==> src/rtl/seg_scan_ctrl.sv <==
// Six-digit seven-segment scan controller: double-buffered frame, guard gap between digits.
// Optional blink feature enabled by defining SEG_SCAN_BLINK_EN.
module seg_scan_ctrl #(
    parameter int NUM_DIGITS   = 6,
    parameter int SEG_W        = 7,
    parameter int PRESCALE     = 1000,
    parameter int GUARD_CYC    = 2
`ifdef SEG_SCAN_BLINK_EN
    ,
    parameter int BLINK_FRAMES = 32
`endif
) (
    input  logic                        clk,
    input  logic                        reset_n,
    input  logic                        enable,
    input  logic [NUM_DIGITS*SEG_W-1:0] frame_in,
    input  logic                        load_valid,
    output logic                        load_ready,
    input  logic [NUM_DIGITS-1:0]       blank_mask,
`ifdef SEG_SCAN_BLINK_EN
    input  logic [NUM_DIGITS-1:0]       blink_mask,
`endif
    output logic [SEG_W-1:0]            seg_out,
    output logic [NUM_DIGITS-1:0]       dig_sel,
    output logic                        frame_done
);

    localparam int DIG_W   = (NUM_DIGITS > 1) ? $clog2(NUM_DIGITS) : 1;
    localparam int CNT_MAX = (PRESCALE > GUARD_CYC) ? PRESCALE : GUARD_CYC;
    localparam int CNT_W   = (CNT_MAX > 1) ? $clog2(CNT_MAX) : 1;
    localparam logic [CNT_W-1:0] SHOW_LAST  = CNT_W'(PRESCALE - 1);
    localparam logic [CNT_W-1:0] GUARD_LAST = CNT_W'(GUARD_CYC - 1);
    localparam logic [DIG_W-1:0] DIGIT_LAST = DIG_W'(NUM_DIGITS - 1);

    typedef enum logic [1:0] {
        ST_IDLE  = 2'd0,
        ST_GUARD = 2'd1,
        ST_SHOW  = 2'd2
    } state_t;

    state_t                      r_state;
    state_t                      w_state_next;
    logic [CNT_W-1:0]            r_cnt;
    logic [CNT_W-1:0]            w_cnt_next;
    logic [DIG_W-1:0]            r_digit;
    logic [DIG_W-1:0]            w_digit_next;
    logic                        w_frame_end;
    logic [NUM_DIGITS*SEG_W-1:0] r_shadow;
    logic [NUM_DIGITS*SEG_W-1:0] r_active;
    logic                        r_pending;
    logic [SEG_W-1:0]            r_seg_out;
    logic [SEG_W-1:0]            w_seg_next;
    logic [NUM_DIGITS-1:0]       r_dig_sel;
    logic [NUM_DIGITS-1:0]       w_dig_sel_next;
    logic                        r_frame_done;
    logic [NUM_DIGITS-1:0]       w_onehot;
    logic [SEG_W-1:0]            w_digits [NUM_DIGITS];
    logic                        w_lit;

    generate
        for (genvar gi = 0; gi < NUM_DIGITS; gi++) begin : g_digit
            assign w_digits[gi] = r_active[gi*SEG_W +: SEG_W];
            assign w_onehot[gi] = (r_digit == DIG_W'(gi));
        end
    endgenerate

`ifdef SEG_SCAN_BLINK_EN
    localparam int BLINK_W = (BLINK_FRAMES > 1) ? $clog2(BLINK_FRAMES) : 1;
    localparam logic [BLINK_W-1:0] BLINK_LAST = BLINK_W'(BLINK_FRAMES - 1);

    logic [BLINK_W-1:0] r_blink_cnt;
    logic               r_blink_phase;

    // Phase 1 means the blink-masked digits are dark for this frame.
    always_ff @(posedge clk or negedge reset_n) begin
        if (!reset_n) begin
            r_blink_cnt   <= '0;
            r_blink_phase <= 1'b0;
        end else if (w_frame_end) begin
            if (r_blink_cnt == BLINK_LAST) begin
                r_blink_cnt   <= '0;
                r_blink_phase <= ~r_blink_phase;
            end else begin
                r_blink_cnt <= r_blink_cnt + 1'b1;
            end
        end
    end

    assign w_lit = !blank_mask[r_digit] && !(r_blink_phase && blink_mask[r_digit]);
`else
    assign w_lit = !blank_mask[r_digit];
`endif

    always_comb begin
        w_state_next   = r_state;
        w_cnt_next     = r_cnt;
        w_digit_next   = r_digit;
        w_frame_end    = 1'b0;
        w_seg_next     = '0;
        w_dig_sel_next = '0;
        if (!enable) begin
            w_state_next = ST_IDLE;
            w_cnt_next   = '0;
            w_digit_next = '0;
        end else begin
            case (r_state)
                ST_IDLE: begin
                    w_state_next = ST_GUARD;
                    w_cnt_next   = '0;
                end
                ST_GUARD: begin
                    if (r_cnt == GUARD_LAST) begin
                        w_state_next = ST_SHOW;
                        w_cnt_next   = '0;
                    end else begin
                        w_cnt_next = r_cnt + 1'b1;
                    end
                end
                ST_SHOW: begin
                    if (r_cnt == SHOW_LAST) begin
                        w_state_next = ST_GUARD;
                        w_cnt_next   = '0;
                        if (r_digit == DIGIT_LAST) begin
                            w_digit_next = '0;
                            w_frame_end  = 1'b1;
                        end else begin
                            w_digit_next = r_digit + 1'b1;
                        end
                    end else begin
                        w_cnt_next = r_cnt + 1'b1;
                    end
                end
                default: w_state_next = ST_IDLE;
            endcase
        end
        // SHOW is only entered or held without a digit change, so r_digit is the digit shown next.
        if (w_state_next == ST_SHOW) begin
            w_dig_sel_next = w_onehot;
            w_seg_next     = w_lit ? w_digits[r_digit] : '0;
        end
    end

    always_ff @(posedge clk or negedge reset_n) begin
        if (!reset_n) begin
            r_state      <= ST_IDLE;
            r_cnt        <= '0;
            r_digit      <= '0;
            r_seg_out    <= '0;
            r_dig_sel    <= '0;
            r_frame_done <= 1'b0;
        end else begin
            r_state      <= w_state_next;
            r_cnt        <= w_cnt_next;
            r_digit      <= w_digit_next;
            r_seg_out    <= w_seg_next;
            r_dig_sel    <= w_dig_sel_next;
            r_frame_done <= w_frame_end;
        end
    end

    // Swap needs pending set and load needs it clear, so the two never collide.
    always_ff @(posedge clk or negedge reset_n) begin
        if (!reset_n) begin
            r_shadow  <= '0;
            r_active  <= '0;
            r_pending <= 1'b0;
        end else if (w_frame_end && r_pending) begin
            r_active  <= r_shadow;
            r_pending <= 1'b0;
        end else if (load_valid && !r_pending) begin
            r_shadow  <= frame_in;
            r_pending <= 1'b1;
        end
    end

    assign load_ready = !r_pending;
    assign seg_out    = r_seg_out;
    assign dig_sel    = r_dig_sel;
    assign frame_done = r_frame_done;

endmodule

==> config.mk <==
export PLATFORM = sky130hd
export DESIGN_NAME = seg_scan_ctrl
export DESIGN_NICKNAME = d
export VERILOG_FILES = /design/src/rtl/seg_scan_ctrl.sv
export SDC_FILE = /design/constraint.sdc
export NUM_CORES = 1
export LEC_CHECK = 0
export ABC_AREA = 1
export CAP_MARGIN = 5
export CORE_ASPECT_RATIO = 0.75
export CORE_MARGIN = 3
export CORE_UTILIZATION = 40
export CTS_BUF_LIST = sky130_fd_sc_hd__clkbuf_16
export DETAILED_ROUTE_END_ITERATION = 10
export HOLD_SLACK_MARGIN = 0.12
export PLACE_DENSITY = 0.6
export SYNTH_ARGS = -nofsm -noshare
export SYNTH_HDL_FRONTEND = slang
export SYNTH_SLANG_ARGS = --single-unit
==> constraint.sdc <==
create_clock -name clk -period 5 [get_ports clk]
set_input_delay 1 -clock clk [delete_from_list [all_inputs] [get_ports clk]]
set_output_delay 1 -clock clk [all_outputs]
set_load 0.1 [all_outputs]
==> results of run 1 <==
-- cell families after synthesis --
group                      Yosys count
AOI/OAI and AO/OA                   93
xor gates and xnor gates             4
adders and majority gates            7
buffers and inverters              127
DFF                                114
muxes                               42
and+or+nand+nor                    158
-- metal layers --
metal	track usage [%]	vias up	part of all wire (%)
met3	5.58	18	6.0
li1	-	1866	-
met1	22.8	1724	50
met4	5.98	0	1.8
met5	0	-	0
met2	22.1	87	42
-- path summary, 6_finish.rpt --
| path | startpoint | to | slack (ns) | cells past startpoint |
|---|---|---|---|---|
| worst max-delay path | enable | r_active[13]$_DFFE_PN0P_ | 1.93 | 7 |
| worst min-delay path | r_shadow[5]$_DFFE_PN0P_ | r_active[5]$_DFFE_PN0P_ | 0.48 | 2 |
| worst max register to register | r_state[0]$_DFF_PN0_ | r_active[13]$_DFFE_PN0P_ | 2.45 | 8 |
| max in group asynchronous | reset_n | r_active[2]$_DFFE_PN0P_ | 3.18 | 2 |
| min in group asynchronous | reset_n | r_cnt[5]$_DFFE_PN0P_ | 0.71 | 1 |
| worst min register to register | r_shadow[5]$_DFFE_PN0P_ | r_active[5]$_DFFE_PN0P_ | 0.48 | 2 |
-- worst min-delay path, stage by stage, from the launching register on --
cell,delay (ns)
dfrtp_1,0.34
o21ai_1,0.07
inv_1,0.04
-- stage by stage --
step | instance area, um^2 | utilization (%)
floorplan | 5190 | -
global placement | 5980 | 47.9
detailed placement | 5980 | 47.9
CTS | 6530 | 52.3
global route | 6530 | 52.3
finish | 6530 | 52.3
-- area by class of cell --
cell class / instances / area share [%]
Multi-Input combinational cell: 304 / 27.7
Inverter: 111 / 6.40
Clock buffer: 17 / 6.52
Clock inverter: 15 / 1.95
Timing Repair Buffer: 70 / 10.5
Sequential cell: 114 / 43.7
Tap cell: 166 / 3.18
-- sequential cells by signal, summed over array words and instances (netlist names) --
signal,cells
r_active,42
r_pending,1
seg_out,7
r_state,2
r_digit,3
r_cnt,10
dig_sel,6
frame_done,1
r_shadow,42
-- power by group through the flow --
stage	Clock [mW]	Combinational, mW	Sequential (mW)
2_1_floorplan	0	0.0649	0.995
3_3_place_gp	0	0.139	0.999
3_5_place_dp	0	0.142	1.00
4_1_cts	1.15	0.143	0.984
5_1_grt	1.19	0.160	0.987
6_report	1.12	0.140	0.984
-- layout by cell type (no fill, tap or decap), types with 2 or more instances in the layout --
cell type,Yosys,routed
a21oi_1,10,10
a22oi_1,7,7
a31oi_1,2,2
buf_4,0,5
bufinv_16,0,2
clkbuf_16,0,17
clkdlybuf4s50_1,0,65
clkinv_1,0,2
clkinv_2,1,6
clkinvlp_4,0,2
dfrtp_1,114,114
ha_1,7,7
inv_1,98,101
inv_2,12,12
mux2_2,42,42
nand2_1,99,99
nand2_2,9,9
nand3_1,8,8
nand4_1,3,3
nor2_1,30,30
nor2_2,3,3
nor3_1,2,2
o21ai_0,17,17
o21ai_1,31,31
o21ai_2,12,12
o21bai_1,2,2
o22ai_1,11,11
xor2_1,4,4
==> out/results.txt, run 1 <==
status: finished clean
Setup CP Type: primary input to flip-flop
sequential element share of the synthesized area: 54.9%
cell taking the most area after synthesis: dfrtp_1
Rows: 35
detailed-route via count: 3695
ant diodes: 0
max-slew violation count: 0
DRT Wirelength: 10500 um
Worst path slowest cell: nand3_2
CTS Root Cell: clkbuf_16
element type at the critical path end: flip-flop
Synth Area in Adders: 1.69%
CTS Hold Bufs: 0
Place WS: 1.53 ns
CTS H-Tree Depth: 4
Sw Pwr: 499 uW
Gate power share: 6.2%
syn_nets: 604
largest net degree at the start of global routing: 75
Finished Layout Cells: 797
Ys Warns: 0
Worst path top cell family by delay: buffers and inverters
clock power share: 50.0%
vias in the first global route: 3640
DRC viols: 0
endpoints failing setup: 0
most frequent cells after synthesis: 114 x dfrtp_1, 99 x nand2_1, 98 x inv_1, 42 x mux2_2, 31 x o21ai_1
area of the die: 14400 um^2
fin crit period: 3.07 ns
Post-Synthesis Cells: 545
Starting Density: 41.6%
Tot Pwr: 2.25 mW
Tcrit/Tclk final: 61.4%
Final nets: 677
f_max: 326 MHz
global-route wire length before repair: 17800 um
multi-input combinational cell area: 1810 um^2
EDFF count, synth: 0
Congestion Overflow GR: 0
pwr dens: 344 nW/um^2
VDD IR max: 222 uV
Routed wire per std cell: 13.2 um
first-pass detailed-route iteration total: 4
largest family of logic cells by synthesized area: simple AND/OR/NAND/NOR gates
Die Ht: 105 um
DP HPWL: 7370 um
clock skew: 0.00866 ns
CP max FO: 34
Starting DRT DRC Count: 222
RSZ-0062 raised after global routing: false
FF+latch area: 2850 um^2
CTS max path bufs: 2
number of port buffers: 66
initial antenna violation count: 0
setup slack after layout: 1.93 ns
io pins: 67
share of cells above drive strength 1: 18.1%
most frequent cell after synthesis: dfrtp_1
Worst-Margin Slew: 0.973 ns
Synth Register Bits: 114
gpl congestion: 0.809
post-cts sizing count: 0
CTS Buf Count: 17
Worst Hold Class: flip-flop to flip-flop
Filler cells: 1121
Slew HR: 34.9%
critical path's largest stage delay: 0.62 ns
Req. time, crit path: 5.30 ns
CTS tree: built
startpoint types: primary input
Layout area overhead: 25.7%
cell-internal power: 1.75 mW
Reg power frac: 43.8%
# Max-Cap Violations: 0
Compound-Gate Fraction of Synth Area: 10.6%
Worst-path clk slew: 0.05 ns
Avg Cell Area, Syn: 9.53 um^2
largest cells by area after synthesis: dfrtp_1 55%, mux2_2 9.1%, nand2_1 7.2%
post-synthesis xor/xnor area fraction: 0.675%
Worst Path Arrival: 3.36 ns
Core Box Area: 12500 um^2
postcts setup bufs: 0
cell total after placement: 765
Die W: 138 um
Min Hold Slack: 0.478 ns
Pleak: 3.16 nW
Worst-Skew Late Latency: 0.41 ns
top_reg_cell synth: dfrtp_1
Yosys cell types: 30
Mapped Area: 5190 um^2
share of the synthesized area in the top cell type: 54.9%
final hold viol count: 0
ys async rst share: 100%
worst path cell trace: clkdlybuf4s50_1 -> inv_1 -> nor3_2 -> nand3_2 -> buf_4 -> o21ai_1 -> inv_1
post-synthesis mux area share: 9.11%
post-DR vias/cell: 4.64
Crit path top cell by count: inv_1
final setup TNS: 0 ns
CP Buf/Inv Count: 4
Global Route Usage Sum: 15.9%
post-synthesis simple-gate area fraction: 12.7%
switching share of power: 22.2%
Routed Antenna Nets: 0
TritonCTS Sinks: 114
Power figures use the tool's default switching activity.
==> run 2: changes to the inputs <==
==> constraint.sdc (replaced) <==
create_clock -name clk -period 2.9 [get_ports clk]
set_input_delay 0.58 -clock clk [delete_from_list [all_inputs] [get_ports clk]]
set_output_delay 0.58 -clock clk [all_outputs]
set_load 0.1 [all_outputs]
==> run 2 against run 1 <==
Against the previous run: routed wire length up 1.5%; hold slack worse by 0.25 ns; largest cell class unchanged; first-iteration DRC count down 4.5%; clock skew down 0.0026 ns; die area unchanged; non-clock buffer count unchanged; sequential share of layout area down 0.15 points.
==> out/results.txt, run 2 (synthesis results as in run 1) <==
status: finished clean (unchanged)
post-DR vias/cell: 4.66 (was 4.64)
TritonCTS Sinks: 114 (unchanged)
Sw Pwr: 857 uW (was 499 uW)
CTS Buf Count: 17 (unchanged)
worst path cell trace: ha_1 -> nand2_1 -> nor2_1 -> nand3_1 -> inv_2 -> nand3_2 -> buf_4 -> nand2_1 -> o21ai_2 -> inv_2 (was clkdlybuf4s50_1 -> inv_1 -> nor3_2 -> nand3_2 -> buf_4 -> o21ai_1 -> inv_1)
Rows: 35 (unchanged)
CTS tree: built (unchanged)
post-cts sizing count: 0 (unchanged)
DRC viols: 0 (unchanged)
minimum setup slack among reg-to-reg paths: 0.67 ns (was 2.45 ns)
startpoint types: flip-flop (was primary input)
Worst-path clk slew: 0.05 ns (about the same)
critical path's largest stage delay: 0.71 ns (was 0.62 ns)
Worst path slowest cell: buf_4 (was nand3_2)
Worst path depth: 10 (was 7)
CTS H-Tree Depth: 4 (unchanged)
global-route wire length before repair: 17900 um (was 17800 um)
Global Route Usage Sum: 16.0% (was 15.9%)
Placed Area: 5950 um^2 (was 5980 um^2)
clock skew: 0.00607 ns (was 0.00866 ns)
ant diodes: 0 (unchanged)
worst r2r path cells: 10 (was 8)
fin crit period: 2.23 ns
Reg power frac: 41.9% (was 43.8%)
endpoints failing setup: 0 (unchanged)
cell-internal power: 3.20 mW (was 1.75 mW)
f_max: 448 MHz
CTS max path bufs: 2 (unchanged)
switching share of power: 21.2% (was 22.2%)
Congestion Overflow GR: 0 (unchanged)
Pleak: 3.21 nW (was 3.16 nW)
max-slew violation count: 0 (unchanged)
most frequent cells in the layout: 114 x dfrtp_1, 101 x inv_1, 99 x nand2_1, 50 x clkdlybuf4s50_1, 42 x mux2_2 (was 114 x dfrtp_1, 101 x inv_1, 99 x nand2_1, 65 x clkdlybuf4s50_1, 42 x mux2_2)
Starting DRT DRC Count: 212 (was 222)
most common cell after layout, fill and taps aside: dfrtp_1 (unchanged)
Die Ht: 105 um (unchanged)
Filler cells: 1115 (was 1121)
first-pass detailed-route iteration total: 4 (unchanged)
Non-Filler Cell Area, Final: 6550 um^2 (was 6530 um^2)
number of port buffers: 66 (unchanged)
Tcrit/Tclk final: 77.0%
Setup CP Type: flip-flop to flip-flop (was primary input to flip-flop)
Layout area overhead: 26.1% (was 25.7%)
Worst-Skew Late Latency: 0.40 ns (was 0.41 ns)
Worst path top cell family by delay: buffers and inverters (unchanged)
clock power share: 52.0% (was 50.0%)
Core Box Area: 12500 um^2 (unchanged)
initial antenna violation count: 0 (unchanged)
gpl congestion: 0.818 (was 0.809)
postcts setup bufs: 0 (unchanged)
Gate power share: 6.1% (was 6.2%)
RSZ-0062 raised after global routing: false (unchanged)
pwr dens: 619 nW/um^2 (was 344 nW/um^2)
io pins: 67 (unchanged)
Worst Path Arrival: 2.53 ns (was 3.36 ns)
Final nets: 677 (unchanged)
CP Buf/Inv Count: 3 (was 4)
VDD IR max: 369 uV (was 222 uV)
DP HPWL: 7440 um (was 7370 um)
top flop regs: r_active (42), r_shadow (42), r_cnt (10) (unchanged)
DRT Wirelength: 10700 um (was 10500 um)
CP max FO: 85 (was 34)
final setup TNS: 0 ns (unchanged)
CTS Hold Bufs: 0 (unchanged)
CTS Root Cell: clkbuf_16 (unchanged)
vias in the first global route: 3638 (was 3640)
final hold viol count: 0 (unchanged)
element type at the critical path end: flip-flop (unchanged)
setup slack after layout: 0.667 ns (was 1.93 ns)
Slew HR: 37.9% (was 34.9%)
Starting Density: 41.6% (unchanged)
Worst Hold Class: primary input to async pin (was flip-flop to flip-flop)
area of the die: 14400 um^2 (unchanged)
Worst-Margin Slew: 0.931 ns (was 0.973 ns)
# Max-Cap Violations: 0 (unchanged)
Req. time, crit path: 3.20 ns (was 5.30 ns)
Routed Antenna Nets: 0 (unchanged)
largest net degree at the start of global routing: 86 (was 75)
detailed-route via count: 3718 (was 3695)
Place WS: 0.328 ns (was 1.53 ns)
Routed wire per std cell: 13.4 um (was 13.2 um)
share of cells above drive strength 1: 20.6% (was 18.1%)
Die W: 138 um (unchanged)
[run 2: worst paths after layout]
check | from | endpoint
setup / recovery | r_cnt[0]$_DFFE_PN0P_ | r_active[32]$_DFFE_PN0P_
hold / removal | reset_n | r_cnt[3]$_DFFE_PN0P_
setup reg to reg | r_cnt[0]$_DFFE_PN0P_ | r_active[32]$_DFFE_PN0P_
hold reg to reg | r_shadow[28]$_DFFE_PN0P_ | r_active[28]$_DFFE_PN0P_
max in group asynchronous | reset_n | r_shadow[7]$_DFFE_PN0P_
min in group clk | r_shadow[28]$_DFFE_PN0P_ | r_active[28]$_DFFE_PN0P_
[run 2: final cells by class]
class / count / area (um^2) / area share [%]
flip-flops and latches: 114 / 2850 / 43.5
clock inverters: 15 / 175 / 2.67
multi-input cells: 304 / 1810 / 27.6
inverters: 111 / 418 / 6.38
clock buffers: 17 / 425 / 6.49
repair buffers: 70 / 663 / 10.1
well taps: 166 / 208 / 3.17
[run 2: routing by layer]
metal  wire, um  vias up  part of all wire [%]  global-route usage (%)
li1           -     1873                     -                       -
met3        558       15                   5.2                    5.20
met4        150        0                   1.4                    5.98
met5          0        -                     0                       0
met1       5410     1753                    51                    23.9
met2       4540       77                    43                    21.6
[run 2: worst reg2reg max path, stage by stage, from the launching register on]
cell and delay, ns:
dfrtp_1 0.39, ha_1 0.21, nand2_1 0.10, nor2_1 0.07
nand3_1 0.15, inv_2 0.06, nand3_2 0.07, buf_4 0.71
nand2_1 0.21, o21ai_2 0.12, inv_2 0.04
[run 2: stage by stage]
step / hold slack, ns / util [%] / power [mW] / instances
5_1_grt: 0.262 / 52.5 / 4.21 / 797
2_1_floorplan: 0.284 / - / 1.83 / 545
3_5_place_dp: 0.469 / 47.7 / 1.97 / 765
6_report: 0.228 / 52.5 / 4.05 / 797
3_3_place_gp: 0.463 / 47.7 / 1.97 / 765
4_1_cts: 0.242 / 52.5 / 4.09 / 797
[run 2: power by group through the flow]
| stage | Sequential (mW) | Clock [mW] | Combinational, mW |
|---|---|---|---|
| floorplan | 1.71 | 0 | 0.112 |
| global placement | 1.72 | 0 | 0.245 |
| detailed placement | 1.72 | 0 | 0.251 |
| CTS | 1.70 | 2.15 | 0.252 |
| global route | 1.70 | 2.23 | 0.276 |
| finish | 1.70 | 2.11 | 0.247 |
==> run 3: changes to the inputs <==
==> constraint.sdc (replaced) <==
create_clock -name clk -period 2.3 [get_ports clk]
set_input_delay 0.46 -clock clk [delete_from_list [all_inputs] [get_ports clk]]
set_output_delay 0.46 -clock clk [all_outputs]
set_load 0.1 [all_outputs]
==> run 3 against run 2 <==
Against the previous run: count of clock-buffer cells in the layout unchanged; non-clock buffer count up 3; critical path depth down 2; largest power group unchanged.
==> out/results.txt, run 3 (synthesis results as in run 1) <==
status: finished clean (unchanged)
Starting Density: 41.6% (unchanged)
largest net degree at the start of global routing: 86 (unchanged)
Routed wire per std cell: 13.3 um (was 13.4 um)
critical path's largest stage delay: 0.41 ns (was 0.71 ns)
minimum setup slack among reg-to-reg paths: 0.44 ns (was 0.67 ns)
final setup TNS: 0 ns (unchanged)
max-slew violation count: 0 (unchanged)
Req. time, crit path: 2.59 ns (was 3.20 ns)
hold path cells: 2
fin crit period: 1.86 ns (was 2.23 ns)
io pins: 67 (unchanged)
Setup CP Type: flip-flop to flip-flop (unchanged)
Slew HR: 56.6% (was 37.9%)
Filler cells: 1101 (was 1115)
GR peak layer: met2 (was met1)
Worst Path Arrival: 2.15 ns (was 2.53 ns)
area of the die: 14400 um^2 (unchanged)
TritonCTS Sinks: 114 (unchanged)
Critical Path Start: r_state[0]$_DFF_PN0_ (was r_cnt[0]$_DFFE_PN0P_)
DP HPWL: 7640 um (was 7440 um)
RSZ-0062 raised after global routing: false (unchanged)
Congestion Overflow GR: 0 (unchanged)
post-DR vias/cell: 4.65 (was 4.66)
CTS Root Cell: clkbuf_16 (unchanged)
Layout area overhead: 27.7% (was 26.1%)
final hold viol count: 0 (unchanged)
CTS H-Tree Depth: 4 (unchanged)
most frequent cells in the layout: 114 x dfrtp_1, 99 x inv_1, 99 x nand2_1, 50 x clkdlybuf4s50_1, 42 x mux2_2 (was 114 x dfrtp_1, 101 x inv_1, 99 x nand2_1, 50 x clkdlybuf4s50_1, 42 x mux2_2)
Rows: 35 (unchanged)
DRC viols: 0 (unchanged)
Worst-Skew Late Latency: 0.41 ns (was 0.40 ns)
Worst path top cell family by delay: buffers and inverters (unchanged)
Core Box Area: 12500 um^2 (unchanged)
initial antenna violation count: 0 (unchanged)
Die W: 138 um (unchanged)
Worst Hold Class: flip-flop to flip-flop (was primary input to async pin)
clock skew: 0.0117 ns (was 0.00607 ns)
worst r2r path cells: 8 (was 10)
Final nets: 680 (was 677)
Worst path slowest cell: dfrtp_1 (was buf_4)
Starting DRT DRC Count: 187 (was 212)
Die Ht: 105 um (unchanged)
top flop regs: r_active (42), r_shadow (42), r_cnt (10) (unchanged)
Global Route Usage Sum: 16.1% (was 16.0%)
Tcrit/Tclk final: 80.8% (was 77.0%)
Crit path top cell by count: inv_1
CTS Buf Count: 17 (unchanged)
min-delay src: r_shadow[14]$_DFFE_PN0P_
# Max-Cap Violations: 0 (unchanged)
VDD IR max: 491 uV (was 369 uV)
reg-to-reg startpoint: r_state[0]$_DFF_PN0_ (was r_cnt[0]$_DFFE_PN0P_)
first-pass detailed-route iteration total: 5 (was 4)
startpoint types: flip-flop (unchanged)
global-route wire length before repair: 18000 um (was 17900 um)
f_max: 538 MHz (was 448 MHz)
CTS max path bufs: 2 (unchanged)
grt met1 use: 22.8% (was 23.9%)
M2 GR Usage: 22.8% (was 21.6%)
GRT met3 Usage: 5.77% (was 5.20%)
RR Endpoint: r_active[17]$_DFFE_PN0P_ (was r_active[32]$_DFFE_PN0P_)
worst path cell trace: inv_1 -> ha_1 -> inv_1 -> nor3_2 -> nand3_2 -> buf_12 -> o21ai_1 -> inv_1 (was ha_1 -> nand2_1 -> nor2_1 -> nand3_1 -> inv_2 -> nand3_2 -> buf_4 -> nand2_1 -> o21ai_2 -> inv_2)
gpl congestion: 0.789 (was 0.818)
endpoints failing setup: 0 (unchanged)
CTS tree: built (unchanged)
Min Hold Slack: 0.476 ns (was 0.228 ns)
post-layout util: 53.2% (was 52.5%)
detailed-route via count: 3716 (was 3718)
number of port buffers: 66 (unchanged)
element type at the critical path end: flip-flop (unchanged)
vias in the first global route: 3687 (was 3638)
ant diodes: 0 (unchanged)
Routed Antenna Nets: 0 (unchanged)
share of cells above drive strength 1: 20.5% (was 20.6%)
Pleak: 3.25 nW (was 3.21 nW)
most common cell after layout, fill and taps aside: dfrtp_1 (unchanged)
pwr dens: 784 nW/um^2 (was 619 nW/um^2)
worst hold endpoint: r_active[14]$_DFFE_PN0P_
Tot Pwr: 5.20 mW (was 4.05 mW)
Worst-path clk slew: 0.05 ns (about the same)
Worst-Margin Slew: 0.651 ns (was 0.931 ns)
CP Buf/Inv Count: 4 (was 3)
DRT Wirelength: 10600 um (was 10700 um)
CP max FO: 85 (unchanged)
==> run 3: cell count changes in the layout (fill, tap and decap cells not counted), sizes merged <==
cell and change:
buf +2, bufinv +1, clkinv +1, clkinvlp -1, dlygate4sd3 +1, inv -2
==> run 3: where the power goes <==
| group | switching (mW) | total (mW) | internal (mW) | leakage (nW) |
|---|---|---|---|---|
| Clock | 0.856 | 2.74 | 1.89 | 0.304 |
| Sequential | 0.0530 | 2.14 | 2.09 | 1.33 |
| Combinational | 0.151 | 0.318 | 0.167 | 1.61 |
==> run 3: what timing repair did <==
action,CTS,global route
resized for setup,0,0
endpoints found under the hold margin,45,0
hold buffers,1,0
setup buffers,0,0
==> run 3: metrics by stage <==
stage                     cells  cell area [um^2]  setup slack [ns]
after floorplan             545              5190             0.410
after global placement      767              6000             0.362
after detailed placement    767              6000             0.274
after CTS                   799              6630             0.466
after global routing        799              6630             0.265
final                       799              6630             0.442
==> run 3: worst register-to-register path, cell delays in order (launching register included) <==
cell	delay, ns
dfrtp_1	0.41
inv_1	0.13
ha_1	0.21
inv_1	0.12
nor3_2	0.22
nand3_2	0.13
buf_12	0.23
o21ai_1	0.24
inv_1	0.06
==> run 3: layout make-up <==
class,instances,area (um^2),share of cell area (%)
clock inverter,14,195,2.94
timing repair buffer,73,726,10.9
sequential,114,2850,43.0
tap,166,208,3.13
multi-input combinational,304,1810,27.3
inverter,111,418,6.30
clock buffer,17,425,6.41
==> run 3: metal layers <==
layer,up-vias,part of all wire (%)
li1,1870,-
met1,1758,50
met2,80,43
met3,8,5.4
met4,0,0.84
met5,-,0
==> run 3: how the worst max path moves through the flow <==
| stage | endpoint | slack (ns) | cells past startpoint |
|---|---|---|---|
| final | r_active[17]$_DFFE_PN0P_ | 0.44 | 8 |
| after detailed placement | r_active[24]$_DFFE_PN0P_ | 0.27 | 7 |
| after global routing | r_active[7]$_DFFE_PN0P_ | 0.26 | 10 |
| after CTS | r_active[17]$_DFFE_PN0P_ | 0.47 | 10 |
| after global placement | r_active[28]$_DFFE_PN0P_ | 0.36 | 7 |
| after floorplan | r_shadow[0]$_DFFE_PN0P_ | 0.41 | 4 |
